**src/rtl/instr_queue_pkg.sv**
```systemverilog
// Shared types and constants for the instruction prefetch queue.
// Consumed by instr_queue and instr_queue_mem.
package instr_queue_pkg;

  localparam int          DEPTH_DEF = 4;
  localparam int          INSTR_W   = 32;
  localparam int          PC_W      = 32;
  localparam logic [31:0] NOP       = 32'h0000_0000;

  typedef struct packed {
    logic [INSTR_W-1:0] instr;
    logic [PC_W-1:0]    pc;
  } entry_t;

  // Pointer width for a power-of-two depth (2..16); never below 1 bit.
  function automatic int addr_width(input int depth);
    int w;
    w = 1;
    while ((1 << w) < depth) w++;
    return w;
  endfunction

endpackage

```
**src/rtl/instr_queue_mem.sv**
```systemverilog
// Entry storage for instr_queue: DEPTH x {instr, pc} register array.
// One synchronous write port and one asynchronous read port; contents are never reset.
module instr_queue_mem
  import instr_queue_pkg::*;
#(
  parameter int DEPTH = DEPTH_DEF,
  parameter int AW    = addr_width(DEPTH_DEF)
) (
  input  logic          clk,
  input  logic          we_i,
  input  logic [AW-1:0] waddr_i,
  input  entry_t        wdata_i,
  input  logic [AW-1:0] raddr_i,
  output entry_t        rdata_o
);

  entry_t mem_q [DEPTH];

  always_ff @(posedge clk) begin
    if (we_i) mem_q[waddr_i] <= wdata_i;
  end

  assign rdata_o = mem_q[raddr_i];

endmodule

```
**src/rtl/instr_queue.sv**
```systemverilog
// Instruction prefetch queue: circular FIFO of {instr, pc} between fetch and decode.
// Define INSTR_QUEUE_BYPASS_EN to forward the incoming word to the output when the queue is empty.
module instr_queue
  import instr_queue_pkg::*;
#(
  parameter  int DEPTH = DEPTH_DEF,
  localparam int AW    = addr_width(DEPTH)
) (
  input  logic               clk,
  input  logic               reset,
  input  logic               in_valid,
  output logic               in_ready,
  input  logic [INSTR_W-1:0] in_instr,
  input  logic [PC_W-1:0]    in_pc,
  input  logic               flush,
  output logic               out_valid,
  input  logic               out_ready,
  output logic [INSTR_W-1:0] out_instr,
  output logic [PC_W-1:0]    out_pc,
  output logic [PC_W-1:0]    out_pc4,
  output logic [AW:0]        count
);

  localparam logic [AW:0] FULL = (AW+1)'(DEPTH);

  logic [AW-1:0] wr_ptr_q, wr_ptr_d;
  logic [AW-1:0] rd_ptr_q, rd_ptr_d;
  logic [AW:0]   count_q, count_d;
  logic          stored_valid, byp, push, pop;
  entry_t        rd_entry, head;

  assign stored_valid = (count_q != '0);
  assign in_ready     = (count_q != FULL);

`ifdef INSTR_QUEUE_BYPASS_EN
  assign byp = !stored_valid && in_valid && !flush;
`else
  assign byp = 1'b0;
`endif

  // A bypassed word taken by decode in the same cycle is never stored.
  assign out_valid = stored_valid | byp;
  assign push      = in_valid & in_ready & ~(byp & out_ready);
  assign pop       = stored_valid & out_ready;

  assign head      = byp ? entry_t'{instr: in_instr, pc: in_pc} : rd_entry;
  assign out_instr = out_valid ? head.instr : NOP;
  assign out_pc    = out_valid ? head.pc : '0;
  assign out_pc4   = out_pc + 32'd4;
  assign count     = count_q;

  instr_queue_mem #(.DEPTH(DEPTH), .AW(AW)) u_mem (
    .clk     (clk),
    .we_i    (push & ~flush),
    .waddr_i (wr_ptr_q),
    .wdata_i (entry_t'{instr: in_instr, pc: in_pc}),
    .raddr_i (rd_ptr_q),
    .rdata_o (rd_entry)
  );

  always_comb begin
    wr_ptr_d = wr_ptr_q;
    rd_ptr_d = rd_ptr_q;
    count_d  = count_q;
    if (flush) begin
      wr_ptr_d = '0;
      rd_ptr_d = '0;
      count_d  = '0;
    end else begin
      if (push) wr_ptr_d = wr_ptr_q + AW'(1);
      if (pop)  rd_ptr_d = rd_ptr_q + AW'(1);
      case ({push, pop})
        2'b10:   count_d = count_q + (AW+1)'(1);
        2'b01:   count_d = count_q - (AW+1)'(1);
        default: count_d = count_q;
      endcase
    end
  end

  always_ff @(posedge clk or posedge reset) begin
    if (reset) begin
      wr_ptr_q <= '0;
      rd_ptr_q <= '0;
      count_q  <= '0;
    end else begin
      wr_ptr_q <= wr_ptr_d;
      rd_ptr_q <= rd_ptr_d;
      count_q  <= count_d;
    end
  end

endmodule

```
**config.mk**
```make
export PLATFORM = sky130hd
export DESIGN_NAME = instr_queue
export DESIGN_NICKNAME = d
export VERILOG_FILES = /design/src/rtl/instr_queue_pkg.sv /design/src/rtl/instr_queue_mem.sv /design/src/rtl/instr_queue.sv
export SDC_FILE = /design/constraint.sdc
export NUM_CORES = 1
export LEC_CHECK = 0
export ABC_AREA = 1
export CAP_MARGIN = 20
export CELL_PAD_IN_SITES_DETAIL_PLACEMENT = 1
export CELL_PAD_IN_SITES_GLOBAL_PLACEMENT = 1
export CORE_MARGIN = 2
export CORE_UTILIZATION = 43
export DETAILED_ROUTE_END_ITERATION = 12
export GPL_ROUTABILITY_DRIVEN = 0
export PLACE_DENSITY_LB_ADDON = 0.1
export SKIP_LAST_GASP = 1
export SLEW_MARGIN = 10
export SYNTH_ARGS = -nofsm -noshare
export SYNTH_HDL_FRONTEND = slang
export SYNTH_SLANG_ARGS = --single-unit
```
**constraint.sdc**
```tcl
create_clock -name clk -period 4.4 [get_ports clk]
set_clock_uncertainty 0.1 [all_clocks]
set_input_delay 0.44 -clock clk [delete_from_list [all_inputs] [get_ports clk]]
set_output_delay 0.44 -clock clk [all_outputs]
set_load 0.05 [all_outputs]
```
==> metrics.cfg <==
[outcome]
outcome = completed

[logic_synthesis]
synthArstFlopShare_pct = 2.662
yosys_warnings = 0
synth_area_sq_um = 11690
synth_area_leaders = edfxtp_1 66%, nand2_1 8.6%, nor2_1 6.4%
avgSynthCellArea_sq_um = 10.53
ys_types = 26
synth-main-ff-cell = edfxtp_1
synth_edf_count = 256
synth_top_area_cell = edfxtp_1
syn_inst = 1111
synth_seq_cells = 263
synth_seq_area_share_pct = 67.24
yosysTopAreaCellShare_pct = 65.74
syn-num-nets = 1186

[global_route]
grt_pass1_wl_mm = 49.13
overflow = 0
antenna_found_initial = 2
grt_max_degree = 130
grt_use_total_pct = 22.05
grt_pass1_vias = 8943

[timing]
slew_headroom_pct = 48.60
rsz0062_at_grt = false
setup_slack_ns = 0.3950
slew_violations = 0
final.setup.tns_ns = 0
tightestPinTransition_ns = 0.7692
period_share_pct = 91.02
period_needed_ns = 4.005
hold_viol_final = 0
setup_violations = 0
fmax_mhz = 249.7

[clock_tree]
cts_root_buffer = clkbuf_16
clkTransAtPathRegs_ns = 0.06
clk_path_buf_depth = 3
holdBufCountCts = 0
cts_buffers = 29
clkLatencyLatePin_ns = 0.53
post_cts_buffers = 0
ctsResizeCount = 0
htreeDepth = 1
clock-sinks = 263
cts_tree = done

[floorplanning]
row_count = 60
core_area_sq_um = 26800
initial_core_util_pct = 43.63
die_y_um = 168.9
num_io_pins = 170
dieArea_sq_um = 28530
die_w_um = 168.9

[finish]
fin_cells = 1633
fin_util_pct = 55.57
num-nets-final = 1347
syn_to_final_growth_pct = 27.36
mostFrequentLayoutCell = nand2_1
drive_gt1_share_pct = 10.23
final_cell_mix = 268 x nand2_1, 256 x edfxtp_1, 196 x nor2_1
seq_area_sq_um = 7868
fill_cells = 2824
multi_input_area_sq_um = 3323

[setup_path]
cp-start-kind = flip-flop
setup.worst_path.class = reg2out
path_max_fanout = 43
required_ns = 3.86
endpoint_kind = output port
critPathArrivalTime_ns = 3.47

[run]
max_cap_viol_count = 0

[place]
portBuffers = 169
dp.final_hpwl_mm = 20.16
dp_cells = 1582
pre_cts_ws_ns = 0.9298

[power]
switchingPower_w = 0.005363
p_per_area_nw_per_um2 = 782.2
p_leak_nw = 5.429
ir_drop_v = 0.0004062
power.internal_w = 0.006285
switching_share_pct = 46.04
combinationalPowerShare_pct = 54.3
seq_power_share_pct = 25.4
power_frac_clock_pct = 20.3
finalPower_w = 0.01165

[drt]
drt.antenna.violating_nets = 0
drt-pass1-iter-count = 5
routed_wl_mm = 31.46
drc = 0
vias = 8464
wl_per_cell_um = 19.26
drt_iter0_drc = 547
vias_per_cell = 5.183

[worst_hold_path]
hold_class = in2async

[final timing paths]
kind	start	to	slack, ns	cells past startpoint
max	rd_ptr_q[0]$_DFFE_PP0P_	out_pc4[20]	0.39	13
min	reset	rd_ptr_q[0]$_DFFE_PP0P_	0.05	2
max reg2reg	count[1]$_DFFE_PP0P_	u_mem.mem_q[0][19]$_DFFE_PP_	1.82	7
min reg2reg	wr_ptr_q[1]$_DFFE_PP0P_	wr_ptr_q[1]$_DFFE_PP0P_	0.45	2
max in group asynchronous	reset	rd_ptr_q[0]$_DFFE_PP0P_	3.89	2
min in group clk	in_instr[25]	u_mem.mem_q[3][57]$_DFFE_PP_	0.45	1
[metal layers]
layer | up-vias | routed length, um | GRT usage [%]
met5 | - | 0 | 0
met4 | 0 | 555 | 4.985
met3 | 43 | 1375 | 3.016
met2 | 203 | 15290 | 38.11
met1 | 4158 | 14230 | 29.74
li1 | 4060 | - | -
[synth_stat cells, types with 9 or more instances]
cell type / count
nand2_1: 268
inv_1: 48
nand3_1: 88
buf_2: 14
nor2_1: 200
nor2_2: 22
o21ai_0: 75
edfxtp_1: 256
a21oi_1: 39
inv_2: 11
buf_1: 14
buf_4: 9
xor2_1: 16
[flip-flops by register name, summed over array words and instances, names as in the netlist]
register     cells
u_mem.mem_q    256
wr_ptr_q         2
rd_ptr_q         2
count            3
[metrics by stage]
stage	hold slack (ns)	area, sq um
2_1_floorplan	0.1434	11700
3_5_place_dp	0.4397	13960
4_1_cts	0.04567	14890
3_3_place_gp	0.4277	13960
5_1_grt	0.08927	14890
6_report	0.04990	14890
[cells by family after synthesis]
logic type	Yosys count	synth area share, %
and+or+nand+nor	596	21.20
AOI/OAI and AO/OA	114	4.879
xor gates and xnor gates	18	1.348
adders and majority gates	6	0.7062
buffers and inverters	114	4.633
DFF	263	67.24
[power groups by stage]
stage | logic [W] | clock network [W] | registers (W)
global route | 0.00671 | 0.00250 | 0.00297
floorplan | 0.00401 | 0 | 0.00305
CTS | 0.00640 | 0.00241 | 0.00296
finish | 0.00632 | 0.00236 | 0.00296
global placement | 0.00632 | 0 | 0.00300
detailed placement | 0.00636 | 0 | 0.00301
[worst max-delay path, stage by stage, from the launching register on]
cell and delay (ns):
dfrtp_4 0.50, clkinv_2 0.47, nand2_1 0.10, nand2_1 0.09, nand2_1 0.08, a21oi_2 0.18, ha_1 0.20, nand3_1 0.14
nor2_2 0.30, nand2_2 0.17, nor2_4 0.19, nand2_1 0.08, xor2_1 0.24, buf_12 0.18
[area by class of cell]
type | count | share of cell area [%]
timing repair buffer | 183 | 14.20
tap | 341 | 2.865
clock inverter | 18 | 1.277
sequential | 263 | 52.83
clock buffer | 31 | 4.923
antenna | 2 | 0.03361
inverter | 61 | 1.563
multi-input combinational | 734 | 22.31
Power figures use the tool's default switching activity.
